==> src/rtl/a2d_scan_pkg.sv <==
// Shared types and constants for the ADC channel scanner.
// Optional continuous scanning is enabled with macro A2D_SCAN_CONT_EN.
package a2d_scan_pkg;

  typedef enum logic [2:0] {
    IDLE,
    CMD,
    WAIT_CMD,
    RD,
    WAIT_RD,
    STORE
  } state_t;

  localparam int CMD_CHNL_LSB = 11;
  localparam int CMD_W        = 16;
  localparam int MAX_CHNL     = 8;
  localparam int CHNL_W       = 3;

  // SPI command word addressing one ADC channel
  function automatic logic [CMD_W-1:0] chnl_cmd(input logic [CHNL_W-1:0] chnl);
    logic [CMD_W-1:0] word;
    word = '0;
    word[CMD_CHNL_LSB +: CHNL_W] = chnl;
    return word;
  endfunction

endpackage

==> src/rtl/a2d_result_rf.sv <==
// Per-channel conversion result register file: one write port, one
// combinational read port; unused channel addresses read back as zero.
module a2d_result_rf
  import a2d_scan_pkg::*;
#(
  parameter int NUM_CHNL = 8,
  parameter int RES_W    = 12
) (
  input  logic              clk,
  input  logic              rst,
  input  logic              wr_en,
  input  logic [CHNL_W-1:0] wr_addr,
  input  logic [RES_W-1:0]  wr_data,
  input  logic [CHNL_W-1:0] rd_addr,
  output logic [RES_W-1:0]  rd_data
);

  logic [RES_W-1:0] mem_reg [NUM_CHNL];

  for (genvar gi = 0; gi < NUM_CHNL; gi++) begin : g_entry
    always_ff @(posedge clk) begin
      if (rst) begin
        mem_reg[gi] <= '0;
      end else if (wr_en && (wr_addr == CHNL_W'(gi))) begin
        mem_reg[gi] <= wr_data;
      end
    end
  end

  // Address match loop keeps out-of-range selects at zero without indexing past the array
  always_comb begin
    rd_data = '0;
    for (int i = 0; i < NUM_CHNL; i++) begin
      if (rd_addr == CHNL_W'(i)) begin
        rd_data = mem_reg[i];
      end
    end
  end

endmodule

==> src/rtl/a2d_scan.sv <==
// Scans ADC channels 0..NUM_CHNL-1 through a 16-bit SPI master, two
// transactions per channel. Macro A2D_SCAN_CONT_EN adds port cont for free-running scans.
module a2d_scan
  import a2d_scan_pkg::*;
#(
  parameter int NUM_CHNL = 8,
  parameter int RES_W    = 12
) (
  input  logic              clk,
  input  logic              rst,
`ifdef A2D_SCAN_CONT_EN
  input  logic              cont,
`endif
  input  logic              strt_cnv,
  output logic              busy,
  output logic              cnv_cmplt,
  output logic              wrt,
  output logic [CMD_W-1:0]  cmd,
  input  logic              done,
  input  logic [15:0]       rd_data,
  input  logic [CHNL_W-1:0] rd_chnl,
  output logic [RES_W-1:0]  rd_result
);

  localparam logic [CHNL_W-1:0] LAST_CHNL = CHNL_W'(NUM_CHNL - 1);

  state_t            state_reg, state_next;
  logic [CHNL_W-1:0] chnl_reg, chnl_next;
  logic              cmplt_reg, cmplt_next;
  logic              done_dly_reg;
  logic [RES_W-1:0]  data_reg;
  logic              done_rise;
  logic              store_en;

  assign done_rise = done & ~done_dly_reg;

  always_ff @(posedge clk) begin
    if (rst) begin
      state_reg    <= IDLE;
      chnl_reg     <= '0;
      cmplt_reg    <= 1'b0;
      done_dly_reg <= 1'b0;
      data_reg     <= '0;
    end else begin
      state_reg    <= state_next;
      chnl_reg     <= chnl_next;
      cmplt_reg    <= cmplt_next;
      done_dly_reg <= done;
      // Capture the read word at the edge so a master that updates rd_data early is harmless
      if ((state_reg == WAIT_RD) && done_rise) begin
        data_reg <= rd_data[RES_W-1:0];
      end
    end
  end

  always_comb begin
    state_next = state_reg;
    chnl_next  = chnl_reg;
    cmplt_next = cmplt_reg;
    store_en   = 1'b0;
    wrt        = 1'b0;
    case (state_reg)
      IDLE: begin
        if (strt_cnv) begin
          cmplt_next = 1'b0;
          chnl_next  = '0;
          state_next = CMD;
        end
      end
      CMD: begin
        wrt        = 1'b1;
        cmplt_next = 1'b0;
        state_next = WAIT_CMD;
      end
      // The first transaction returns the previous conversion; its data is dropped
      WAIT_CMD: begin
        if (done_rise) begin
          state_next = RD;
        end
      end
      RD: begin
        wrt        = 1'b1;
        state_next = WAIT_RD;
      end
      WAIT_RD: begin
        if (done_rise) begin
          state_next = STORE;
        end
      end
      STORE: begin
        store_en = 1'b1;
        if (chnl_reg == LAST_CHNL) begin
          cmplt_next = 1'b1;
          chnl_next  = '0;
`ifdef A2D_SCAN_CONT_EN
          state_next = cont ? CMD : IDLE;
`else
          state_next = IDLE;
`endif
        end else begin
          chnl_next  = chnl_reg + 1'b1;
          state_next = CMD;
        end
      end
      default: begin
        state_next = IDLE;
      end
    endcase
  end

  assign busy      = (state_reg != IDLE);
  assign cnv_cmplt = cmplt_reg;
  assign cmd       = (state_reg == IDLE) ? '0 : chnl_cmd(chnl_reg);

  a2d_result_rf #(
    .NUM_CHNL (NUM_CHNL),
    .RES_W    (RES_W)
  ) u_result_rf (
    .clk     (clk),
    .rst     (rst),
    .wr_en   (store_en),
    .wr_addr (chnl_reg),
    .wr_data (data_reg),
    .rd_addr (rd_chnl),
    .rd_data (rd_result)
  );

endmodule

==> config.mk <==
export PLATFORM = sky130hd
export DESIGN_NAME = a2d_scan
export DESIGN_NICKNAME = d
export VERILOG_FILES = /design/src/rtl/a2d_scan_pkg.sv /design/src/rtl/a2d_result_rf.sv /design/src/rtl/a2d_scan.sv
export SDC_FILE = /design/constraint.sdc
export NUM_CORES = 1
export LEC_CHECK = 0
export BUFFER_PORTS_ARGS = -buffer_cell sky130_fd_sc_hd__buf_2
export CAP_MARGIN = 20
export CELL_PAD_IN_SITES_DETAIL_PLACEMENT = 0
export CELL_PAD_IN_SITES_GLOBAL_PLACEMENT = 1
export CORE_UTILIZATION = 50
export CTS_BUF_LIST = sky130_fd_sc_hd__clkbuf_4 sky130_fd_sc_hd__clkbuf_8
export DETAILED_ROUTE_END_ITERATION = 8
export GPL_ROUTABILITY_DRIVEN = 0
export GPL_TIMING_DRIVEN = 0
export PLACE_DENSITY_LB_ADDON = 0.1
export SLEW_MARGIN = 20
export SYNTH_ARGS = -nofsm -noshare
export SYNTH_HDL_FRONTEND = slang
export SYNTH_SLANG_ARGS = --single-unit
==> constraint.sdc <==
create_clock -name clk -period 2 [get_ports clk]
set_input_delay 0.1 -clock clk [delete_from_list [all_inputs] [get_ports clk]]
set_output_delay 0.1 -clock clk [all_outputs]
set_load 0.02 [all_outputs]
Yosys cells after proc, flatten, opt, wreduce, memory -nomap -nowiden --
Memory sizes are Yosys's and may differ from the RTL's. Cells that the tools add are included.
Cells by class: $add $sub $neg 1, equality and inequality tests 23, mux-type cells 56, bitwise logic cells 10, reduce and logical (&&, ||, !) cells 19
Operator list (count):
- 2-to-1 mux 12 bit | 16
- 2-to-1 mux 1 bit | 31
- equality test 3 bit (second input constant) | 10
- equality test 3 x 2 -> 1 bit (second input constant) | 6
- one-hot mux 3 bit (6 select lines) | 1
- 2-to-1 mux 3 bit | 5
- 2-to-1 mux 14 bit | 1
- equality test 3 x 1 -> 1 bit (second input constant) | 3
- logical AND 1 bit | 9
- zero test 3 bit | 3
- != test 2 bit (second input constant) | 4
- OR 1 bit | 8
- one-hot mux 3 bit (2 select lines) | 1
- AND reduction 3 bit | 2
- nonzero test 3 bit | 2
- adder 3 x 1 -> 3 bit (second input constant) | 1
- one-hot mux 1 bit (3 select lines) | 1
- AND reduction 2 bit | 1
- nonzero test 2 bit | 1
- OR reduction 2 bit | 1
- AND 1 bit | 1
- inverter 1 bit | 1
Storage, ports and cells: register bits after elaboration 20, bits in writable memories 96, input bits 23, output and inout port bits 31, word-level logic and storage cells 115, memories kept 1
Memories:
- u_result_rf.mem_reg | depth 8, width 12, rd ports 8, clocked after Yosys merged registers in 0, write ports 8, line a2d_result_rf.sv:18 | logic [RES_W-1:0] mem_reg [NUM_CHNL];

Logic depth before layout (Yosys ltp) --
Gate-level depths: netlist of run 1.
word-level depth 9, gate-level depth with buffers 6, gate-level depth less buffers 5

Hierarchy --
A second synthesis of run 1 with hierarchy kept.
Second synthesis, totals: cell total of the unflattened synthesis 481, area total of the unflattened synthesis 5739.3 um2
Modules (own cells, without submodules):
- a2d_result_rf | times used 1, cells each 359, area each 4699.5 um2, sequential area each 2882.8 um2
- a2d_scan | times used 1, cells each 122, area each 1039.7 um2, sequential area each 400.4 um2

Worst setup path before layout of run 1 --
No wires, ideal clock.
path type register to register, from register state_reg[1], to memory u_result_rf.mem_reg[4][0] (netlist: u_result_rf.mem_reg[1][0]), enable pin, library setup time 0.346 ns, arrival time 1.230 ns, data required time 1.654 ns, path slack 0.424 ns, stages on the path, launching flop included 5, buffers on the path 1, period minus slack after synthesis 1.576 ns, path through dfxtp_1 > buf_2 > nor2b_1 > nor2b_1 > a21o_1
RTL lines:
- from (decl) | line a2d_scan.sv:27 | state_t state_reg, state_next;
- from (signal assigned) | line a2d_scan.sv:45 | state_reg <= state_next;
- to (decl) | line a2d_result_rf.sv:18

Worst setup path in the final report of run 1 --
from input port rd_chnl[0], to output port rd_result[11]
On the way: word-level cells in the longest chain between the ends 9, elaborated cells between the ends (all ways) 16, classes of those cells 7 x eq/ne; 8 x mux; 1 x reduce/logical
Ends and longest elaborated chain:
- from (decl) | line a2d_scan.sv:21 | input logic [CHNL_W-1:0] rd_chnl,
- zero test 3 bit | line a2d_result_rf.sv:34 | if (rd_addr == CHNL_W'(i)) begin
- 2-to-1 mux 12 bit (7 in series) | line a2d_result_rf.sv:34
- 2-to-1 mux 12 bit (*) | line a2d_result_rf.sv:34
- to (decl) | line a2d_scan.sv:22 | output logic [RES_W-1:0] rd_result
Every way passes the cells marked *; elsewhere a longest branch is shown, timed or not.

==> results.md, run 1 <==
- The flow ran to the end, and the final reports show no timing, DRC or antenna violations.
- In the layout the commonest cells are and2_1 (98), edfxtp_1 (96), buf_2 (52), mux2i_1 (34), nand2_1 (29).
- The initial detailed-routing violation count is 317.
- The worst-case IR drop observed on VDD is 0.000503 V.
- The TritonCTS clock tree is built.
- The area of the mapped netlist is 5630 um2.
- For this run, the register share of the synthesized area comes to 0.583.
- The distinct cell type count of the synthesized netlist is 37.
- Setup repair after global routing left no endpoint under its margin.
- The number of buffers on the longest clock path is 2.
- The repair_antennas step left the layout with diodes totalling 0.
- The number of top-level pins is 54.
- For the final database, setup skew stands at 0.00882 ns.
- The core footprint is 10,900 um2.
- The maximum fanout along the worst path is 10.
- Data on the critical path is required at its endpoint by 1.90 ns.
- The TritonCTS buffer count is 17.
- Using the TritonRoute via totals, the vias-per-cell ratio works out to 5.33.
- The max-capacitance violation count is 0.
- The power density over the cells is 833 nW/um2.
- The total number of clock tree sinks is 116.
- The die is 108 um tall.
- The number of remaining DRC errors is 0.
- In this run the tightest slew margin relative to its limit is 0.509.
- The number of pins exceeding their max-slew limit in the final report is 0.
- The worst setup path is launched from a primary input.
- Data arrives at the worst endpoint at 1.78 ns.
- In this run the clock root is driven by a clkbuf_8.
- The count of endpoints failing setup in the final report is 0.
- For this configuration, the core starts out at a cell density of 0.517.
- Summed over all instances, the cell type with the most area after synthesis is edfxtp_1.
- For this block, the via count after detailed routing is 3,755.
- The total overflow left after global routing is 0.
- The category of the worst setup path capture point is a primary output.
- Of the available clock period, the critical path in the final layout requires 0.940.
- The leakage power of the design is 2.61 nW.
- The fraction of layout cells with a size suffix above 1 is 0.206.
- The post-synthesis register bit count is 116.
- Of the post-synthesis cell area, the dominant cell type holds 0.512.
- The critical path start-end classification is in2out.
- The clock transition at the register clock pins on the worst setup and hold paths after CTS is 0.07 ns.
- The hold violation total from the final report was 0.
- The number of cell rows is 38.
- Summing all placed instances gives a cell area of 6020 um2.
- The class of the most critical hold timing path is in2reg.
- The clock period could shrink to 1.88 ns.
- The first global-routing pass estimated 20,200 um of wire.
- The number of warnings printed during yosys synthesis is 0.
- A synthesized cell averages 11.9 um2.
- The register with the most flip-flops in the layout has 96 of them.
- The die area is 11,700 um2.
- Across every metal layer, demand over resource in global routing totals 0.246.
- The number of post-CTS setup repair buffers is 0.
- Once detailed placement completed, the half-perimeter wirelength came to 8720 um.
- The H-tree was split into 4 levels.
- Entering global routing, the biggest net connects 17 pins.
- Derived from the worst setup path, the maximum achievable clock frequency is 532 MHz.
- The final critical-path setup slack is 0.121 ns.
- For the pin with the worst max-slew slack, the measured transition is 0.737 ns.
- In this run the remaining antenna-violating nets after routing total 0.
- The most common cell after layout, fill and taps aside is and2_1.
- From synthesis to final layout, the design area changed by 16.9%.
- The first detailed-routing pass took 5 iterations.
- OpenSTA, run right after detailed placement, puts the worst setup slack at -0.114 ns.
- Port buffering added 34 buffers.
- The die is 108 um wide.
- The number of nets in the finished design is 580.
- The number of antenna violations at the first check in global routing is 0.
- The clock latency of the later-clocked register in the worst-skew pair is 0.43 ns.
- After technology mapping, the gate count stands at 473.
- The summed area of non-filler cells in the final layout is 6580 um2.
- Wires add up to 13,100 um.
- Ranked by total cell area, the synthesized netlist is headed by edfxtp_1 (51%), and2_1 (11%), dfxtp_1 (7.1%).
- The number of global-route vias before repair is 3,541.
- After detailed routing, the average wire length per cell comes to 18.7 um.
-- critical path, cell delays in order --
cell and delay [ns]:
buf_2 0.08, buf_2 0.25, buf_1 0.60, mux2i_1 0.34, nand2_1 0.10, o31a_1 0.13, buf_2 0.16
-- report_power, final --
| part | internal (mW) | leakage (nW) | switching (mW) | total, mW |
|---|---|---|---|---|
| registers | 2.68 | 1.15 | 0.0326 | 2.71 |
| clock network | 1.33 | 0.209 | 0.930 | 2.26 |
| logic | 0.194 | 1.24 | 0.314 | 0.508 |
-- cell families (layout without fill, tap and decap cells) --
logic type,Yosys count,count (layout),share of synthesized area
fa+ha+maj,6,6,0.0133
flops,116,116,0.583
mux,37,37,0.0704
other cells,1,13,0.000666
compound gates,73,73,0.0898
xor+xnor,1,1,0.00156
buf+inv,49,128,0.0493
simple gates,190,190,0.192
-- cells in the mapped netlist --
library cell	number
mux4_2	2
o31a_1	11
o21ai_0	2
and2_1	98
buf_2	18
and2b_1	1
mux2i_1	34
ha_1	6
buf_1	2
a221oi_1	11
buf_4	15
nand3_1	1
edfxtp_1	96
mux2_2	1
inv_1	4
nor2_1	24
a211oi_1	1
or2_1	6
nand3b_1	3
nand2b_1	2
conb_1	1
xnor2_1	1
dfxtp_1	20
a22oi_1	12
a31o_2	2
and3_1	3
clkbuf_1	8
or2_0	5
a21o_1	7
a21oi_1	27
or3b_1	1
nor2b_1	8
nand2_1	29
nor3_1	5
buf_6	2
nor3b_2	3
and4bb_1	1
-- layout make-up --
cell class                 instances  area [um2]
tap                              140         175
fill                             906        4310
buffer                            45         263
multi-input combinational        320        2130
clock buffer                      22         284
timing repair buffer              47         300
clock inverter                    10         133
sequential                       116        3280
inverter                           4        15.0
-- per-layer routing --
layer	vias up	track usage	share of wire
li1	1816	-	-
met1	1785	0.338	0.46
met2	133	0.384	0.46
met3	21	0.0555	0.059
met4	0	0.0890	0.020
met5	-	0	0
-- final timing paths --
path | slack (ns) | startpoint | cells after the start | endpoint
hold / removal | 0.05 | strt_cnv | 4 | cnv_cmplt
setup reg to reg | 0.21 | state_reg[1] | 4 | u_result_rf.mem_reg[1][2]
hold reg to reg | 0.50 | cnv_cmplt | 2 | cnv_cmplt
setup / recovery | 0.12 | rd_chnl[0] | 7 | rd_result[11]
-- per-stage QoR --
stage          power, mW  setup TNS, ns  hold slack (ns)  std cells  utilization
2_1_floorplan       3.10              0            0.228        485            -
3_3_place_gp        3.24         -0.577            0.333        659        0.553
3_5_place_dp        3.25          -1.93            0.340        659        0.553
4_1_cts             5.49              0           0.0360        704        0.603
5_1_grt             5.66              0           0.0896        704        0.604
6_report            5.48              0           0.0544        704        0.604
-- repair_timing --
| item | CTS | global route |
|---|---|---|
| endpoints found under the setup margin | 0 | 75 |
| hold buffers | 13 | 0 |
| hold endpoints to repair | 13 | 0 |
| gates resized for setup | 0 | 7 |
No activity file was read; power rests on OpenSTA's default activity.
==> run 2: changes to the inputs <==
--- a/config.mk
+++ b/config.mk
@@ -5,12 +5,14 @@
 export SDC_FILE = /design/constraint.sdc
 export NUM_CORES = 1
 export LEC_CHECK = 0
+export ABC_AREA = 1
 export BUFFER_PORTS_ARGS = -buffer_cell sky130_fd_sc_hd__buf_2
 export CAP_MARGIN = 20
 export CELL_PAD_IN_SITES_DETAIL_PLACEMENT = 0
 export CELL_PAD_IN_SITES_GLOBAL_PLACEMENT = 1
-export CORE_UTILIZATION = 50
+export CORE_UTILIZATION = 48
 export CTS_BUF_LIST = sky130_fd_sc_hd__clkbuf_4 sky130_fd_sc_hd__clkbuf_8
+export CTS_CLUSTER_SIZE = 25
 export DETAILED_ROUTE_END_ITERATION = 8
 export GPL_ROUTABILITY_DRIVEN = 0
 export GPL_TIMING_DRIVEN = 0
==> run 2 against run 1 <==
Effect of this change: first-iteration DRC count is 5.4% higher; die area is 0.23% lower; setup slack better by 0.012 ns; power is 2.7% higher; wire length is 1.9% higher; sequential share of layout area is 1.2 points higher; register-to-register slack worse by 0.08 ns; sequential power hardly changed; synthesized cell count is 12% higher; maximum frequency is 0.66% higher; largest power group unchanged.
==> results.md, run 2 <==
- The run finished with clean final reports.
- The TritonCTS clock tree is built.
- The category of the worst setup path capture point is a register.
- The share of synthesized area in the top cell type comes to 0.534.
- The power density over the cells is 876 nW/um2.
- The data arrival time at the worst-slack endpoint is 2.01 ns.
- On the final layout, the worst clock skew is 0.00897 ns.
- The global-route congestion overflow total is 0.
- After synthesis the cells add up to 5390 um2.
- The diode insertion count for antenna repair is 0.
- The cell with the most instances after synthesis is nor2_1.
- Across every metal layer, demand over resource in global routing totals 0.248.
- Counting along the longest clock path gives a buffer depth of 2.
- After the last flow step, the layout net total stands at 642.
- The area growth from synthesis to layout is 19.1%.
- For this run, asynchronously set or reset flops after synthesis account for 0.
- The number of global-route vias before repair is 3,798.
- The routed via count divided by cell count is 5.24.
- The effective utilization at floorplan is 0.495.
- The worst vdd rail ir drop is 0.000515 V.
- The max-capacitance violation count is 0.
- Yosys mapped a number of flops with a built-in enable equal to 96.
- The global-route wire length before repair is 20,400 um.
- The fraction of layout cells with a size suffix above 1 is 0.219.
- The number of remaining DRC errors is 0.
- The core footprint is 10,900 um2.
- The clock latency of the later-clocked register in the worst-skew pair is 0.44 ns.
- Measured on the finished design, the core utilization comes to 0.590.
- In this run the count of I/O pins placed on the die edge is 54.
- The hold violation total from the final report is 0.
- After synthesis the netlist holds a flip-flop and latch count of 116.
- The critical path goes through inv_1 -> ha_1 -> nand2_1 -> o21ai_1 -> buf_4.
- The path class of the tightest hold or removal check is in2reg.
- The largest net degree at the start of global routing is 17.
- Synthesis produced 529 cells.
- For this run, the slowest stage of the critical path takes 0.56 ns.
- Leaving out fill and tap cells, the most frequent cell in the layout is nor2_1.
- The die covers 11,700 um2.
- The startpoint kind of the worst setup timing path is a register.
- In this run the clock root is driven by a clkbuf_8.
- The floorplan step set the die height to 108 um.
- The highest clock frequency the design can meet is 536 MHz.
- The top cell types in the final layout, fill and taps aside, are nor2_1 (117), edfxtp_1 (96), nand4_1 (66), nand2_1 (56), buf_2 (52).
- The first-pass iteration count of the detailed router is 4.
- The register with the most flip-flops in the layout has 96 of them.
- The final critical delay including setup and external delays is 1.87 ns.
- Of the synthesized area, sequential elements account for 0.609.
- Data on the critical path is required at its endpoint by 2.15 ns.
- The routed layout has 4,015 vias.
- The most used flip-flop cell after synthesis is edfxtp_1.
- Port buffering added 33 buffers.
- The number of pins exceeding their max-slew limit in the final report was 0.
- The number of antenna violations at the first check in global routing is 0.
- The relative slew slack is 0.507.
- The clock transition at the register clock pins on the worst setup and hold paths after CTS is 0.07 ns.
- The maximum level of the CTS H-tree is 4.
- The wire length per cell after detailed routing is 17.5 um.
- The leakage power of the design is 2.39 nW.
- The initial detailed-routing violation count is 334.
- Counting every sink on the clock net gives 116.
- The count of endpoints failing setup in the final report is 0.
- The final layout contains routed wiring with a total length of 13,400 um.
- A synthesized cell averages 10.2 um2.
- The ratio of final minimum period to clock period is 0.934.
- After synthesis, the cell types taking the most area are edfxtp_1 (53%), nor2_1 (8.1%), nand4_1 (7.7%).
- The completed layout was analyzed and its total power is 5.63 mW.
- In this run the worst path has a maximum fanout of 7.
- By startpoint and endpoint, the worst setup path is classified as reg2reg.
- Counting the buffers created by CTS gives 17.
- The number of cell rows is 38.
- Setup repair after global routing left no endpoint under its margin.
- The leading area contributor after synthesis is edfxtp_1.
- The width of the die is 108 um.
- In this run the post-CTS setup repair buffer count came out at 0.
- Synthesis instantiated 30 different standard cells from the library.
- The master of the slowest instance on the critical path is o21ai_1.
- For the pin with the worst max-slew slack, the measured transition is 0.740 ns.
- The number of warnings printed during yosys synthesis is 0.
- The remaining antenna violation count is 0.
- In the synthesized netlist, the cells that appear most often are nor2_1 (117), edfxtp_1 (96), nand4_1 (66).
- The post-DP HPWL is 9270 um.
[run 2: cell types whose count changed after synthesis, sizes merged, moves of 24 or more]
| cell | previous run | this run |
|---|---|---|
| and2 | 98 | 0 |
| nand4 | 0 | 66 |
| nand2 | 29 | 58 |
| mux2i | 34 | 0 |
| inv | 4 | 28 |
| nor2 | 24 | 130 |
[run 2: timing repair]
action / in CTS / in global routing
resized for setup: 0 / 1
hold buffers: 15 / 0
setup endpoints to repair: 0 / 12
endpoints found under the hold margin: 19 / 0
[run 2: power breakdown]
group	internal, mW	switching (mW)
Sequential	2.69	0.0338
Combinational	0.154	0.330
Clock	1.45	0.967
[run 2: final cells by class]
| cell class | count | area [um2] |
|---|---|---|
| plain buffers | 47 | 308 |
| clock buffers | 20 | 275 |
| clock inverters | 12 | 178 |
| fillers | 963 | 4460 |
| inverters | 42 | 159 |
| multi-input cells | 336 | 1700 |
| flip-flops and latches | 116 | 3280 |
| well taps | 140 | 175 |
| repair buffers | 53 | 353 |
[run 2: cell families after synthesis]
kind of cell	after synthesis	synth area share
AND/OR/NAND/NOR	276	0.252
flip-flops	116	0.609
buffers and inverters	89	0.0865
AO/OA/AOI/OAI	41	0.0383
adder cells (fa/ha/maj)	6	0.0139
other	1	0.000695
[run 2: critical path, delay by kind of cell (launching register included)]
kind | cells | cell delay (ns)
adders and majority gates | 1 | 0.23
DFF | 1 | 0.34
buffers and inverters | 2 | 0.37
and+or+nand+nor | 1 | 0.07
AOI/OAI and AO/OA | 1 | 0.56
[run 2: path summary, 6_finish.rpt]
path | start | endpoint | slack, ns | cells after the start
hold / removal | strt_cnv | state_reg[0] | 0.03 | 5
hold reg to reg | cnv_cmplt | cnv_cmplt | 0.47 | 2
setup / recovery | chnl_reg[1] | u_result_rf.mem_reg[1][17] | 0.13 | 5
setup reg to reg | chnl_reg[1] | u_result_rf.mem_reg[1][17] | 0.13 | 5
[run 2: routing by layer]
| layer | part of all wire | global-route usage |
|---|---|---|
| met1 | 0.45 | 0.327 |
| met2 | 0.48 | 0.398 |
| met3 | 0.052 | 0.0506 |
| met4 | 0.023 | 0.106 |
| met5 | 0 | 0 |
[run 2: stage by stage]
| step | cells | area [um2] | setup slack [ns] | setup TNS (ns) | hold slack, ns |
|---|---|---|---|---|---|
| 3_5_place_dp | 719 | 5820 | 0.0632 | 0 | 0.332 |
| 6_report | 766 | 6430 | 0.133 | 0 | 0.0320 |
| 4_1_cts | 766 | 6420 | 0.0282 | 0 | 0.0210 |
| 5_1_grt | 766 | 6430 | 0.0253 | 0 | 0.0897 |
| 3_3_place_gp | 714 | 5780 | -0.700 | -35.07 | 0.326 |
| 2_1_floorplan | 541 | 5440 | 0.0207 | 0 | 0.233 |
==> run 3: changes to the inputs <==
--- a/config.mk
+++ b/config.mk
@@ -16,7 +16,7 @@
 export DETAILED_ROUTE_END_ITERATION = 8
 export GPL_ROUTABILITY_DRIVEN = 0
 export GPL_TIMING_DRIVEN = 0
-export PLACE_DENSITY_LB_ADDON = 0.1
+export PLACE_DENSITY = 0.93
 export SLEW_MARGIN = 20
 export SYNTH_ARGS = -nofsm -noshare
 export SYNTH_HDL_FRONTEND = slang
==> run 3 against run 2 <==
Effect of this change: the run now ends with design-rule violations left; die area unchanged; flip-flop and latch count unchanged; via count increased by 2.6%; sequential share of layout area increased by 0.34 points; critical path type unchanged.
==> results.md, run 3 (synthesized netlist as in run 2, its figures left out) <==
- The number of pins exceeding their max-slew limit in the final report is 0.
- The total area of multi-input combinational cells is 1700 um2.
- The routed via count divided by cell count is 5.39.
- The floorplan step defined a die boundary enclosing 11,700 um2.
- The worst register-to-register path has a depth of 5.
- The number of remaining DRC errors is 1.
- The flow ran to the end, but the final reports show violations.
- Setup repair after global routing left no endpoint under its margin.
- The category of the worst setup path capture point is a register.
- The power density over the cells is 854 nW/um2.
- The relative slew slack is 0.492.
- The number of buffers inserted by port buffering is 33.
- Summing internal, switching and leakage power gives 5.45 mW.
- The number of antenna diodes in the final layout is 0.
- In this run the power spent charging and discharging nets is 1.35 mW.
- The clock network power share is 0.413.
- Compared with the post-synthesis result, the final layout area differs by 18.3%.
- For this configuration, the core starts out at a cell density of 0.495.
- The max-capacitance violation count is 0.
- The startpoint identified for the worst hold timing path is strt_cnv.
- For flop-to-flop paths, the worst setup slack is 0.17 ns.
- The maximum fanout along the worst path is 12.
- The hold violation total from the final report is 0.
- After filler insertion, the fill cell instance count of the layout stands at 923.
- The wire length per cell after detailed routing is 16.6 um.
- The clock latency of the later-clocked register in the worst-skew pair is 0.43 ns.
- The worst hold path was traced through 5 stages.
- The global-route wire length before repair is 19,500 um.
- Clock-pin slew was measured on the worst setup and hold paths at 0.07 ns.
- Once placement finished, the instance area stood at 5820 um2.
- The number of global-route vias before repair is 3,958.
- Among all stages on the critical path, the largest delay is contributed by dfxtp_1.
- Dividing the final minimum period by the clock period gives 0.916.
- The fraction of layout cells with a size suffix above 1 is 0.219.
- The number of nets in the finished design is 641.
- The TritonCTS buffer count is 17.
- The count of endpoints failing setup in the final report is 0.
- The initial detailed-routing violation count is 244.
- The vias after detailed routing is 4,120.
- The switching portion of total power is 0.247.
- The summed area of non-filler cells in the final layout is 6380 um2.
- The TritonCTS clock tree is built.
- The remaining antenna violation count is 0.
- Final hold analysis gives a worst-case slack of 0.0593 ns.
- In this run the clock root is driven by a clkbuf_8.
- The sequential cells in the finished layout cover a total of 3280 um2.
- The analysis attributes to cell leakage a power of 2.39 nW.
- On the worst path, the slowest cell contributes a delay of 0.34 ns.
- The number of post-CTS setup repair buffers is 0.
- Counting every sink on the clock net gives 116.
- For the worst setup path, the data required time is 2.05 ns.
- For the pin with the worst max-slew slack, the measured transition is 0.762 ns.
- The H-tree was split into 4 levels.
- The library cells used most frequently in the layout, excluding fill and tap cells, are nor2_1 (117), edfxtp_1 (96), nand4_1 (66), nand2_1 (56), buf_2 (52).
- The post-DP HPWL is 8750 um.
- In this run the core area contains 38 standard-cell rows.
- The register with the most flip-flops in the layout has 96 of them.
- The critical register-to-register path endpoint is u_result_rf.mem_reg[0][41].
- The worst vdd rail ir drop is 0.000452 V.
- The origin of the critical flop-to-flop path is chnl_reg[2].
- Wires add up to 12,700 um.
- The clock tree skew after final layout is 0.0129 ns.
- The number of buffers on the longest clock path is 2.
- The width of the die is 108 um.
- The most used cell along the critical path is nand2_1.
- The largest net degree at the start of global routing is 17.
- The smallest clock period supported by the final layout is computed as 1.83 ns.
- In this run the worst hold path is classified as in2reg.
- Traced cell by cell, the critical path runs through buf_2 -> clkinv_1 -> ha_1 -> nand2_1 -> nand2_1.
- The highest clock frequency the design can meet is 546 MHz.
- The all-layer global routing usage is 0.229.
- The critical path start-end classification is reg2reg.
- The startpoint kind of the worst setup timing path is a register.
- The number of antenna violations at the first check in global routing is 0.
- The core region is 10,900 um2.
- The path with the worst hold slack has its endpoint at state_reg[0].
- The y dimension of the die is 108 um.
- The global-route congestion overflow total is 0.
- The first-pass iteration count of the detailed router is 9.
- The most common cell after layout, fill and taps aside is nor2_1.
- The checks that failed: design-rule violations.
- The share of total power dissipated in combinational logic is 0.088.
- The data arrival time at the worst-slack endpoint is 1.88 ns.
- Internal power comes to 4.10 mW.
- The sequential group share of total power is 0.499.
- In this run the count of I/O pins placed on the die edge is 54.
-- run 3: worst max path at each step --
stage	start	end	slack (ns)	cells past startpoint
floorplan	chnl_reg[0]	u_result_rf.mem_reg[0][0]	0.02	4
global placement	chnl_reg[0]	u_result_rf.mem_reg[0][34]	-0.60	4
detailed placement	chnl_reg[0]	u_result_rf.mem_reg[1][45]	0.04	6
CTS	chnl_reg[0]	u_result_rf.mem_reg[1][36]	0.02	6
global route	chnl_reg[2]	u_result_rf.mem_reg[0][47]	0.005	5
finish	chnl_reg[2]	u_result_rf.mem_reg[0][41]	0.17	5
-- run 3: routing by layer --
| layer | global-route usage | share of wire |
|---|---|---|
| met1 | 0.277 | 0.41 |
| met2 | 0.382 | 0.49 |
| met3 | 0.0452 | 0.076 |
| met4 | 0.134 | 0.029 |
| met5 | 0 | 0 |
-- run 3: worst max-delay path: cells and delay by family, from the launching register on --
family,cells,cell delay (ns)
adders and majority gates,1,0.29
buffers and inverters,2,0.42
DFF,1,0.34
and+or+nand+nor,2,0.39
-- run 3: power groups by stage --
stage               clock network [mW]  logic, mW  registers [mW]
detailed placement                   0      0.456            2.77
floorplan                            0      0.312            2.76
finish                            2.25      0.481            2.72
global route                      2.37      0.522            2.72
global placement                     0      0.437            2.77
CTS                               2.26      0.479            2.72
-- run 3: what timing repair did --
action	in CTS	in global routing
hold buffers	15	0
endpoints found under the setup margin	0	12
resized for setup	0	1
endpoints found under the hold margin	19	0
-- run 3: final cells by class --
cell class,instances,share of cell area
sequential,116,0.514
inverter,42,0.0249
buffer,47,0.0482
clock buffer,18,0.0378
clock inverter,14,0.0270
timing repair buffer,52,0.0541
tap,140,0.0274
multi-input combinational,336,0.266
-- run 3: stage by stage --
stage / utilization / setup TNS, ns / cells / setup WS, ns
2_1_floorplan: - / 0 / 541 / 0.0207
3_3_place_gp: 0.531 / -35.05 / 714 / -0.604
3_5_place_dp: 0.534 / 0 / 718 / 0.0443
4_1_cts: 0.586 / 0 / 765 / 0.0163
5_1_grt: 0.586 / 0 / 765 / 0.00486
6_report: 0.586 / 0 / 765 / 0.169
